$ cat src/rtl/chacha_pkg.sv
// chacha_pkg: shared constants, FSM encoding and state helpers
// for the ChaCha keystream engine.
package chacha_pkg;

    localparam logic [31:0] SIGMA0 = 32'h6170_7865;
    localparam logic [31:0] SIGMA1 = 32'h3320_646e;
    localparam logic [31:0] SIGMA2 = 32'h7962_2d32;
    localparam logic [31:0] SIGMA3 = 32'h6b20_6574;

    typedef logic [15:0][31:0] state_t;

    typedef enum logic [1:0] {
        S_IDLE,
        S_ROUND,
        S_FINAL,
        S_READY
    } fsm_t;

    // {a,b,c,d} word indices for each quarter-round slot
    function automatic logic [15:0] qr_tbl(input logic [2:0] idx);
        logic [15:0] r;
        unique case (idx)
            3'd0: r = {4'd0, 4'd4, 4'd8,  4'd12};
            3'd1: r = {4'd1, 4'd5, 4'd9,  4'd13};
            3'd2: r = {4'd2, 4'd6, 4'd10, 4'd14};
            3'd3: r = {4'd3, 4'd7, 4'd11, 4'd15};
            3'd4: r = {4'd0, 4'd5, 4'd10, 4'd15};
            3'd5: r = {4'd1, 4'd6, 4'd11, 4'd12};
            3'd6: r = {4'd2, 4'd7, 4'd8,  4'd13};
            3'd7: r = {4'd3, 4'd4, 4'd9,  4'd14};
        endcase
        return r;
    endfunction

    function automatic state_t init_state(
        input logic [255:0] key,
        input logic [31:0]  ctr,
        input logic [95:0]  nonce
    );
        state_t s;
        s[0] = SIGMA0;
        s[1] = SIGMA1;
        s[2] = SIGMA2;
        s[3] = SIGMA3;
        for (int i = 0; i < 8; i++) s[4+i] = key[32*i +: 32];
        s[12] = ctr;
        for (int i = 0; i < 3; i++) s[13+i] = nonce[32*i +: 32];
        return s;
    endfunction

endpackage

$ cat src/rtl/chacha_qr.sv
// chacha_qr: one combinational ChaCha quarter-round
// over four 32-bit words.
module chacha_qr (
    input  logic [31:0] a,
    input  logic [31:0] b,
    input  logic [31:0] c,
    input  logic [31:0] d,
    output logic [31:0] qa,
    output logic [31:0] qb,
    output logic [31:0] qc,
    output logic [31:0] qd
);

    logic [31:0] a1, b1, c1, d1, d1r, b1r;
    logic [31:0] a2, b2, c2, d2, d2r, b2r;

    // add / xor / rotate chain: 16, 12, 8, 7
    always_comb begin
        a1  = a + b;
        d1  = d ^ a1;
        d1r = {d1[15:0], d1[31:16]};
        c1  = c + d1r;
        b1  = b ^ c1;
        b1r = {b1[19:0], b1[31:20]};
        a2  = a1 + b1r;
        d2  = d1r ^ a2;
        d2r = {d2[23:0], d2[31:24]};
        c2  = c1 + d2r;
        b2  = b1r ^ c2;
        b2r = {b2[24:0], b2[31:25]};
    end

    assign qa = a2;
    assign qb = b2r;
    assign qc = c2;
    assign qd = d2r;

endmodule

$ cat src/rtl/chacha_stream.sv
// chacha_stream: serial-load ChaCha keystream engine, one
// quarter-round per cycle, serial block readout.
module chacha_stream
    import chacha_pkg::*;
#(
    parameter int ROUNDS   = 20,
    parameter int DW       = 8,
    parameter bit AUTO_INC = 1'b1
) (
    input  logic          clk,
    input  logic          rst,
    input  logic [DW-1:0] data_in,
    input  logic          wr_key,
    input  logic          wr_nnc,
    input  logic          wr_ctr,
    input  logic          start,
    input  logic          rd_blk,
    input  logic          hold,
    input  logic          xor_en,
    output logic [DW-1:0] data_out,
    output logic          blk_ready,
    output logic          busy,
    output logic          ctr_wrap
);

    localparam int NQR   = ROUNDS * 4;
    localparam int WORDS = 512 / DW;

    fsm_t state, state_n;

    logic [255:0]    key;
    logic [95:0]     nonce;
    logic [31:0]     ctr;
    logic            armed;
    state_t          ws, ini, ld_state;
    logic [511:0]    out_reg;
    logic [6:0]      qr_cnt, rd_cnt;

    logic [DW+255:0] key_cat;
    logic [DW+95:0]  nnc_cat;
    logic [DW+31:0]  ctr_cat;

    logic acc_key, acc_nnc, acc_ctr;
    logic load, ld_inc, step, fin, shift;
    logic blk_end, wrap_set;
    logic last_qr, last_word;

    logic [3:0]  ix_a, ix_b, ix_c, ix_d;
    logic [31:0] qa, qb, qc, qd;

    assign key_cat = {data_in, key};
    assign nnc_cat = {data_in, nonce};
    assign ctr_cat = {data_in, ctr};

    assign last_qr   = (qr_cnt == 7'(NQR - 1));
    assign last_word = (rd_cnt == 7'(WORDS - 1));

    assign {ix_a, ix_b, ix_c, ix_d} = qr_tbl(qr_cnt[2:0]);

    assign ini      = init_state(key, ctr, nonce);
    assign ld_state = init_state(key, ld_inc ? ctr + 32'd1 : ctr, nonce);

    assign data_out = out_reg[DW-1:0] ^ (xor_en ? data_in : '0);

    chacha_qr u_qr (
        .a  (ws[ix_a]),
        .b  (ws[ix_b]),
        .c  (ws[ix_c]),
        .d  (ws[ix_d]),
        .qa (qa),
        .qb (qb),
        .qc (qc),
        .qd (qd)
    );

    // FSM state register
    always_ff @(posedge clk) begin
        if (rst) state <= S_IDLE;
        else     state <= state_n;
    end

    // next-state decode and per-cycle datapath strobes
    always_comb begin
        state_n   = state;
        acc_key   = 1'b0;
        acc_nnc   = 1'b0;
        acc_ctr   = 1'b0;
        load      = 1'b0;
        ld_inc    = 1'b0;
        step      = 1'b0;
        fin       = 1'b0;
        shift     = 1'b0;
        blk_end   = 1'b0;
        wrap_set  = 1'b0;
        blk_ready = (state == S_READY);
        busy      = (state == S_ROUND) || (state == S_FINAL);
        if (!hold) begin
            unique case (state)
                S_IDLE, S_READY: begin
                    if (wr_key || wr_nnc || wr_ctr) begin
                        acc_key = wr_key;
                        acc_nnc = !wr_key && wr_nnc;
                        acc_ctr = !wr_key && !wr_nnc && wr_ctr;
                        state_n = S_IDLE;
                    end else if (start && armed) begin
                        load    = 1'b1;
                        state_n = S_ROUND;
                    end else if (rd_blk && state == S_READY) begin
                        shift = 1'b1;
                        if (last_word) begin
                            state_n = S_IDLE;
                            if (AUTO_INC) begin
                                blk_end = 1'b1;
                                if (ctr == 32'hFFFF_FFFF) begin
                                    wrap_set = 1'b1;
                                end else begin
                                    load    = 1'b1;
                                    ld_inc  = 1'b1;
                                    state_n = S_ROUND;
                                end
                            end
                        end
                    end
                end
                S_ROUND: begin
                    step = 1'b1;
                    if (last_qr) state_n = S_FINAL;
                end
                S_FINAL: begin
                    fin     = 1'b1;
                    state_n = S_READY;
                end
                default: state_n = S_IDLE;
            endcase
        end
    end

    // key / nonce / counter shift registers and wrap flag
    always_ff @(posedge clk) begin
        if (rst) begin
            key      <= '0;
            nonce    <= '0;
            ctr      <= '0;
            armed    <= 1'b0;
            ctr_wrap <= 1'b0;
        end else begin
            if (acc_key) key <= key_cat[DW+255:DW];
            if (acc_nnc) nonce <= nnc_cat[DW+95:DW];
            if (acc_ctr) begin
                ctr      <= ctr_cat[DW+31:DW];
                ctr_wrap <= 1'b0;
            end
            if (acc_key || acc_nnc || acc_ctr) armed <= 1'b1;
            if (blk_end) ctr <= ctr + 32'd1;
            if (wrap_set) ctr_wrap <= 1'b1;
        end
    end

    // working state, output block and sequencing counters
    always_ff @(posedge clk) begin
        if (rst) begin
            ws      <= '0;
            out_reg <= '0;
            qr_cnt  <= '0;
            rd_cnt  <= '0;
        end else begin
            if (step) begin
                ws[ix_a] <= qa;
                ws[ix_b] <= qb;
                ws[ix_c] <= qc;
                ws[ix_d] <= qd;
                qr_cnt   <= qr_cnt + 7'd1;
            end
            if (fin) begin
                for (int i = 0; i < 16; i++)
                    out_reg[32*i +: 32] <= ws[i] + ini[i];
            end
            if (shift) begin
                out_reg <= out_reg >> DW;
                rd_cnt  <= rd_cnt + 7'd1;
            end
            if (load) begin
                ws     <= ld_state;
                qr_cnt <= '0;
                rd_cnt <= '0;
            end
        end
    end

endmodule

$ cat config.mk
export PLATFORM = sky130hd
export DESIGN_NAME = chacha_stream
export DESIGN_NICKNAME = d
export VERILOG_FILES = /design/src/rtl/chacha_pkg.sv /design/src/rtl/chacha_qr.sv /design/src/rtl/chacha_stream.sv
export SDC_FILE = /design/constraint.sdc
export NUM_CORES = 2
export LEC_CHECK = 0
export ABC_AREA = 1
export BUFFER_PORTS_ARGS = -buffer_cell sky130_fd_sc_hd__buf_2
export CORE_MARGIN = 2
export CORE_UTILIZATION = 35
export CTS_CLUSTER_DIAMETER = 50
export CTS_CLUSTER_SIZE = 24
export DETAILED_ROUTE_END_ITERATION = 10
export PLACE_DENSITY = 0.55
export SLEW_MARGIN = 20
export SYNTH_ARGS = -nofsm -noshare
export SYNTH_HDL_FRONTEND = slang
export SYNTH_SLANG_ARGS = --single-unit
$ cat constraint.sdc
create_clock -name clk -period 12.7 [get_ports clk]
set_input_delay 0.635 -clock clk [delete_from_list [all_inputs] [get_ports clk]]
set_output_delay 0.635 -clock clk [all_outputs]
set_load 0.01 [all_outputs]
# [Word-level counts from Yosys, hierarchy flattened]
# Memories as Yosys holds them, arrays and structs flattened. A register that Yosys moved wholly into a read port is not among the register bits.
# Cells that the tools add are included.
[totals] regBits=1426 romBits=64 inputBits=17 output_inout_bits=11 word_cells=183 memories=1
[memory_table] name="(no name shown)" words=8 width=8 rd=1 rd_ports_with_merged_regs=1 wr=0 line_no="chacha_pkg.sv:22" text="unique case (idx)"
[op_classes] add_sub_neg=23 n_lt_le_gt_ge=8 eq_ne=9 mux=81 bitwise=6 reduce_logical=25
[ops] op="512-bit bitwise mux" count=4
[ops] op="512-bit 2-to-1 mux" count=2
[ops] op="504-bit 2-to-1 mux" count=2
[ops] op="32-bit adder" count=16
[ops] op="32-bit binary-select mux with 4-bit select" count=4
[ops] op="32-bit demux with 4-bit select" count=4
[ops] op="32-bit 2-to-1 mux" count=11
[ops] op="32-bit bitwise XOR" count=4
[ops] op="32-bit by 31-bit adder with 32-bit output (second input constant)" count=3
[ops] op="1-bit 2-to-1 mux" count=45
[ops] op="32-bit by 1-bit adder with 32-bit output (second input constant)" count=1
[ops] op="32-bit by 30-bit adder with 32-bit output (second input constant)" count=1
[ops] op="32-bit == test (second input constant)" count=1
[ops] op="4-bit by 5-bit < comparator with 1-bit output (second input constant)" count=4
[ops] op="4-bit by 1-bit greater-or-equal comparator with 1-bit output (second input constant)" count=4
[ops] op="7-bit by 1-bit adder with 7-bit output (second input constant)" count=2
[ops] op="2-bit 2-to-1 mux" count=5
[ops] op="1-bit logical AND" count=9
[ops] op="8-bit 2-to-1 mux" count=1
[ops] op="4-bit != test (second input constant)" count=2
[ops] op="2-bit nonzero test" count=4
[ops] op="8-bit bitwise XOR" count=1
[ops] op="7-bit by 6-bit == test with 1-bit output (second input constant)" count=1
[ops] op="7-bit == test (second input constant)" count=1
[ops] op="11 further kinds" count=20

# [Longest topological paths before layout]
[logic_depth] word_depth=15 depth_mapped=79

# [Cells and area by module]
# A second synthesis with hierarchy kept.
[unflattened] cells_unflattened=15863 hier_area_um2=100566.5
[modules_own_cells] module="chacha_stream" instances=1 cells_per_inst=14340 area_each_um2=91634.1 seq_area_each_um2=28667.5
[modules_own_cells] module="chacha_qr" instances=1 cells_per_inst=1523 area_each_um2=8932.3 seq_area_each_um2=0.0

# [Worst setup path before layout]
# No wires, ideal clock.
[synth_timing] kind="register -> register" start="register, netlist name ix_b[0]" end="register ws[131] (netlist bit)" setup_ns=0.074 arrival_time_ns=9.909 required_ns=12.626 path_slack_ns=2.716 path_stages_with_launch=67 n_path_buf=1 synth_period_minus_slack_ns=9.984 cell_sequence="dfxtp_1 inv_2 nor2_1 clkbuf_1 a22oi_1 o221ai_1 ha_1 inv_1 fa_1 inv_1 nand3_1 nand3_1 nand2_1 nand3_2 a21oi_1 xnor2_1 xor2_1 inv_1 (+31 left out) inv_1 fa_1 o21ai_2 nand2_1 nand2_1 a21boi_1 o21ai_1 a21boi_1 o21ai_1 a21boi_1 o21ai_0 a21oi_1 or2_2 nand2_1 inv_1 nand2_1 nand3_1 a31oi_1"
[synth_between] elab_chain_cells=15 word_cells_on_any_way=21 classes_between="add/sub: 4; order compare: 2; mux: 10; bitwise: 4; reduce/logical: 1"
[synth_lines] element="32-bit binary-select mux with 4-bit select" line_no="chacha_stream.sv:67" text=".b (ws[ix_b]),"
[synth_lines] element="32-bit 2-to-1 mux (not written as such)" line_no="chacha_stream.sv:67"
[synth_lines] element="32-bit adder" line_no="chacha_qr.sv:19" text="a1 = a + b;"
[synth_lines] element="32-bit bitwise XOR" line_no="chacha_qr.sv:20" text="d1 = d ^ a1;"
[synth_lines] element="32-bit adder" line_no="chacha_qr.sv:22" text="c1 = c + d1r;"
[synth_lines] element="32-bit bitwise XOR" line_no="chacha_qr.sv:23" text="b1 = b ^ c1;"
[synth_lines] element="32-bit adder" line_no="chacha_qr.sv:25" text="a2 = a1 + b1r;"
[synth_lines] element="32-bit bitwise XOR" line_no="chacha_qr.sv:26" text="d2 = d1r ^ a2;"
[synth_lines] element="32-bit adder" line_no="chacha_qr.sv:28" text="c2 = c1 + d2r;"
[synth_lines] element="32-bit bitwise XOR" line_no="chacha_qr.sv:29" text="b2 = b1r ^ c2;"
[synth_lines] element="512-bit bitwise mux" line_no="chacha_stream.sv:169" text="ws[ix_b] <= qb;"
[synth_lines] element="512-bit bitwise mux" line_no="chacha_stream.sv:170" text="ws[ix_c] <= qc;"
[synth_lines] element="512-bit bitwise mux (*)" line_no="chacha_stream.sv:171" text="ws[ix_d] <= qd;"
[synth_lines] element="512-bit 2-to-1 mux (*)" line_no="chacha_stream.sv:167" text="if (step) begin"
[synth_lines] element="512-bit 2-to-1 mux (*)" line_no="chacha_stream.sv:182" text="if (load) begin"
[synth_lines] element="end signal: indexed assignment" line_no="chacha_stream.sv:168" text="ws[ix_a] <= qa;"
[synth_lines] element="end signal: indexed assignment" line_no="chacha_stream.sv:170"
[synth_lines] element="end signal: indexed assignment" line_no="chacha_stream.sv:171"
[synth_lines] element="end: declaration" line_no="chacha_stream.sv:35" text="state_t ws, ini, ld_state;"
# Mark *: on every way between the ends. The rest lies on a longest branch, timed or not. The select of a mux whose other input is x is not followed.
# A chain may end at the register's enable or synchronous reset.

# [Final worst setup path]
[layout_timing] start="register, netlist name ix_a[1]" end="register ws[165] (netlist bit)"
[layout_between] elab_chain_cells=15 word_cells_on_any_way=21 classes_between="add/sub: 4; order compare: 2; mux: 10; bitwise: 4; reduce/logical: 1"
[layout_lines] element="32-bit binary-select mux with 4-bit select" line_no="chacha_stream.sv:66" text=".a (ws[ix_a]),"
[layout_lines] element="32-bit 2-to-1 mux (not written as such)" line_no="chacha_stream.sv:66"
[layout_lines] element="32-bit adder" line_no="chacha_qr.sv:19"
[layout_lines] element="32-bit bitwise XOR" line_no="chacha_qr.sv:20"
[layout_lines] element="32-bit adder" line_no="chacha_qr.sv:22"
[layout_lines] element="32-bit bitwise XOR" line_no="chacha_qr.sv:23"
[layout_lines] element="32-bit adder" line_no="chacha_qr.sv:25"
[layout_lines] element="32-bit bitwise XOR" line_no="chacha_qr.sv:26"
[layout_lines] element="32-bit adder" line_no="chacha_qr.sv:28"
[layout_lines] element="32-bit bitwise XOR" line_no="chacha_qr.sv:29"
[layout_lines] element="512-bit bitwise mux" line_no="chacha_stream.sv:169"
[layout_lines] element="512-bit bitwise mux" line_no="chacha_stream.sv:170"
[layout_lines] element="512-bit bitwise mux (*)" line_no="chacha_stream.sv:171"
[layout_lines] element="512-bit 2-to-1 mux (*)" line_no="chacha_stream.sv:167"
[layout_lines] element="512-bit 2-to-1 mux (*)" line_no="chacha_stream.sv:182"
# Marked as above.

==> flow_metrics.tcl <==
set metrics [dict create \
    status "finished clean" \
    drc 0 \
    finalSetupViolCount 0 \
    stdcell_count 16100 \
    r2r_start "ix_a[1]" \
    postSynthCellCount 12800 \
    antenna_found_initial 24 \
    fp.dieArea_um2 255000 \
    first_pass_iters 8 \
    initial_core_util_pct 35.3 \
    powerDensity_nw_per_um2 125 \
    max_cap_viol_count 0 \
    htree_num_levels 4 \
    whs_endpoint "out_reg[481]" \
    vias_per_cell 5.62 \
    slew_violations 0 \
    fillCellCount 26900 \
    period_needed_ps 12040 \
    worst_hold_startpoint "rst" \
    finClkSkew_ps 95.0 \
    total_power_mw 12.3 \
    hpwlAfterDp_um 327000 \
    hold_viol_final 0 \
    multiInputGateArea_um2 51700 \
    core_um2 249000 \
    dpl.cell_count 15800 \
    synth_top_area_cell "dfxtp_1" \
    synthesis.area_um2 87800 \
    numCtsBuffers 188 \
    clk_pin_slew_ps 70 \
    die_y_um 505 \
    area_growth_pct 12.6 \
    synth_top_area_share_pct 32.6 \
    p_clk_share_pct 46.5 \
    gr-total-overflow 0 \
    grt_pass1_vias 83100 \
    ir_worst_vdd_uv 148 \
    rows 183 \
    net-switching-power_mw 4.01 \
    grt_start_max_net_pins 187 \
    rrSetupSlack_ps 660 \
    cts_tree "yes" \
    finalCritPeriodShare_pct 94.8 \
    power_frac_seq_pct 38.4 \
    clock_path_buffers 3 \
    via_count 90700 \
    crit_arrival_ps 12830 \
    synth_top_family_by_area "compound AO/OA/AOI/OAI gates" \
    slowest_stage "ha_1" \
    io_pins 28 \
    ant_nets 0 \
    max_freq_ghz 0.0831 \
    start_kind "flip-flop" \
    path_class "flip-flop to flip-flop" \
    setup.worst_path.end_class "flip-flop" \
    synthArstFlopShare_pct 0 \
    synth_flop_cell "dfxtp_1" \
    drt_iter0_drc 11000 \
    worstPathRequired_ps 13490 \
    max_stage_delay_ps 550 \
    synth.avg_cell_area_um2 6.88 \
    yosys_warnings 0 \
    cp_common_cell "nand2_1" \
    cts_sinks 1432 \
    ys_ff_latch 1432 \
    avgRoutedWirePerCell_um 26.3 \
    place_congestion 1.07 \
    p_comb_share_pct 15.1 \
    dpl_worst_slack_ps 319 \
    cp_max_fo 29 \
    crit_buf_inv 7 \
    synth_edf_count 0 \
    port_buffers 27 \
    layout_setup_ws_ps 663 \
    synthesis.nets 13300 \
    totalWireLength_um 424000 \
    nets 13200 \
    final_core_util_pct 39.7 \
    synth_compound_area_share_pct 25.4 \
    root_buffer "clkbuf_16" \
    intPower_mw 8.33 \
    worst-slew-pin-transition_ps 1210 \
    grt_first_pass_wirelength_um 603000 \
    yosysSeqAreaShare_pct 32.6 \
    holdPathStages 2 \
    cp_top_family "compound AO/OA/AOI/OAI gates" \
    yosys.area_share.simple_pct 20.5 \
    synthTopCellsByArea "dfxtp_1 33%, nand2_1 11%, o21ai_0 7.9%" \
    p_sw_share_pct 32.5 \
    p_leak_nw 43.6 \
    ys_types 71 \
    synthXorXnorAreaFrac_pct 5.24 \
    drive_gt1_share_pct 7.02 \
    clock_latency_ps 910 \
    hold_class "input pin to flip-flop" \
    synthAdderAreaFrac_pct 7.44 \
    hold_buffers 0 \
    r2r_cells 63 \
    fp.dieW_um 505 \
    synth_mux_area_share_pct 0 \
    regArea_um2 28700 \
    relSlewSlack_pct 18.8 \
    reg2reg_to "ws[165]" \
    grt_usage_pct 32.0 \
]
==> final cells by class <==
type,count,share of cell area (%)
diodes,18,0.0455
inverters,1422,5.45
clock buffers,218,5.11
well taps,3330,4.21
multi-input cells,9296,52.2
clock inverters,133,1.70
repair buffers,294,2.27
flip-flops and latches,1432,29.0
==> through the flow <==
| stage | instance area [um^2] | TNS [ps] | hold slack (ps) |
|---|---|---|---|
| floorplan | 87800 | 0 | 420 |
| detailed placement | 92000 | 0 | 454 |
| global placement | 92000 | 0 | 450 |
| global route | 98900 | -38.7 | 98.4 |
| CTS | 98700 | 0 | 79.2 |
| finish | 98900 | 0 | 117 |
==> what timing repair did <==
item | CTS | global route
resized for setup | 0 | 24
setup endpoints to repair | 0 | 103
buffers inserted | 0 | 2
==> worst reg2reg max path, delay by kind of cell, from the launching register on <==
kind                     cells  cell delay (ps)
AO/OA/AOI/OAI               20             4210
XOR/XNOR                     5             1240
adder cells (fa/ha/maj)      6             2310
buffers and inverters        7              780
flip-flops                   1              400
AND/OR/NAND/NOR             25             3060
==> logic make-up after synthesis <==
kind of cell,Yosys count
AO/OA/AOI/OAI,3853
XOR/XNOR,520
AND/OR/NAND/NOR,4410
buffers and inverters,2046
flip-flops,1432
adder cells (fa/ha/maj),513
==> power by group through the flow <==
stage	combinational (mW)	clock, mW	sequential (mW)
after detailed placement	1.77	0	4.84
after global routing	1.91	5.98	4.75
after global placement	1.78	0	4.84
final	1.86	5.74	4.74
after floorplan	0.847	0	4.76
after CTS	1.78	5.79	4.74
==> layer usage <==
| layer | GRT usage (%) | part of all wire [%] | up-vias |
|---|---|---|---|
| met5 | 0 | 0.0047 | - |
| met4 | 12.8 | 4.6 | 2 |
| met3 | 6.22 | 8.8 | 774 |
| met2 | 48.1 | 42 | 3958 |
| met1 | 44.5 | 44 | 43000 |
| li1 | - | - | 43000 |
==> worst max-delay path by stage <==
stage,start,end,cells after the start
floorplan,ix_b[0],ws[131],66
finish,ix_a[1],ws[165],63
global route,ix_a[1],ws[133],67
global placement,ix_b[0],ws[159],61
CTS,ix_b[0],ws[223],59
detailed placement,ix_b[0],ws[223],59
==> placed cells by master (no fill, tap or decap), drive strengths merged, types with 16 or more instances in the layout <==
| cell | Yosys | routed |
|---|---|---|
| buf | 100 | 294 |
| a22o | 48 | 48 |
| nand3b | 24 | 24 |
| o21bai | 29 | 29 |
| dfxtp | 1432 | 1432 |
| o21a | 66 | 66 |
| o22ai | 91 | 91 |
| a31oi | 224 | 224 |
| clkbuf | 524 | 218 |
| a221oi | 108 | 108 |
| xnor2 | 203 | 203 |
| diode | 0 | 18 |
| nand4 | 56 | 56 |
| xor2 | 317 | 317 |
| nor4 | 20 | 20 |
| fa | 16 | 16 |
| ha | 497 | 497 |
| nand3 | 413 | 413 |
| nand2 | 2568 | 2568 |
| o221a | 23 | 23 |
| clkinv | 11 | 55 |
| nor2 | 1155 | 1155 |
| o31ai | 21 | 21 |
| or2 | 61 | 61 |
| o21ai | 1414 | 1414 |
| a21boi | 42 | 42 |
| a22oi | 113 | 113 |
| a211oi | 48 | 48 |
| o221ai | 147 | 147 |
| nor3 | 107 | 107 |
| inv | 1411 | 1473 |
| o211ai | 118 | 118 |
| a21oi | 1314 | 1314 |
==> cell usage after synthesis, drive strengths merged, types with 118 or more instances <==
cell	instances
nand2	2568
dfxtp	1432
o21ai	1414
inv	1411
a21oi	1314
nor2	1155
clkbuf	524
ha	497
nand3	413
xor2	317
a31oi	224
xnor2	203
o221ai	147
o211ai	118
No activity file was read; power rests on OpenSTA's default activity.
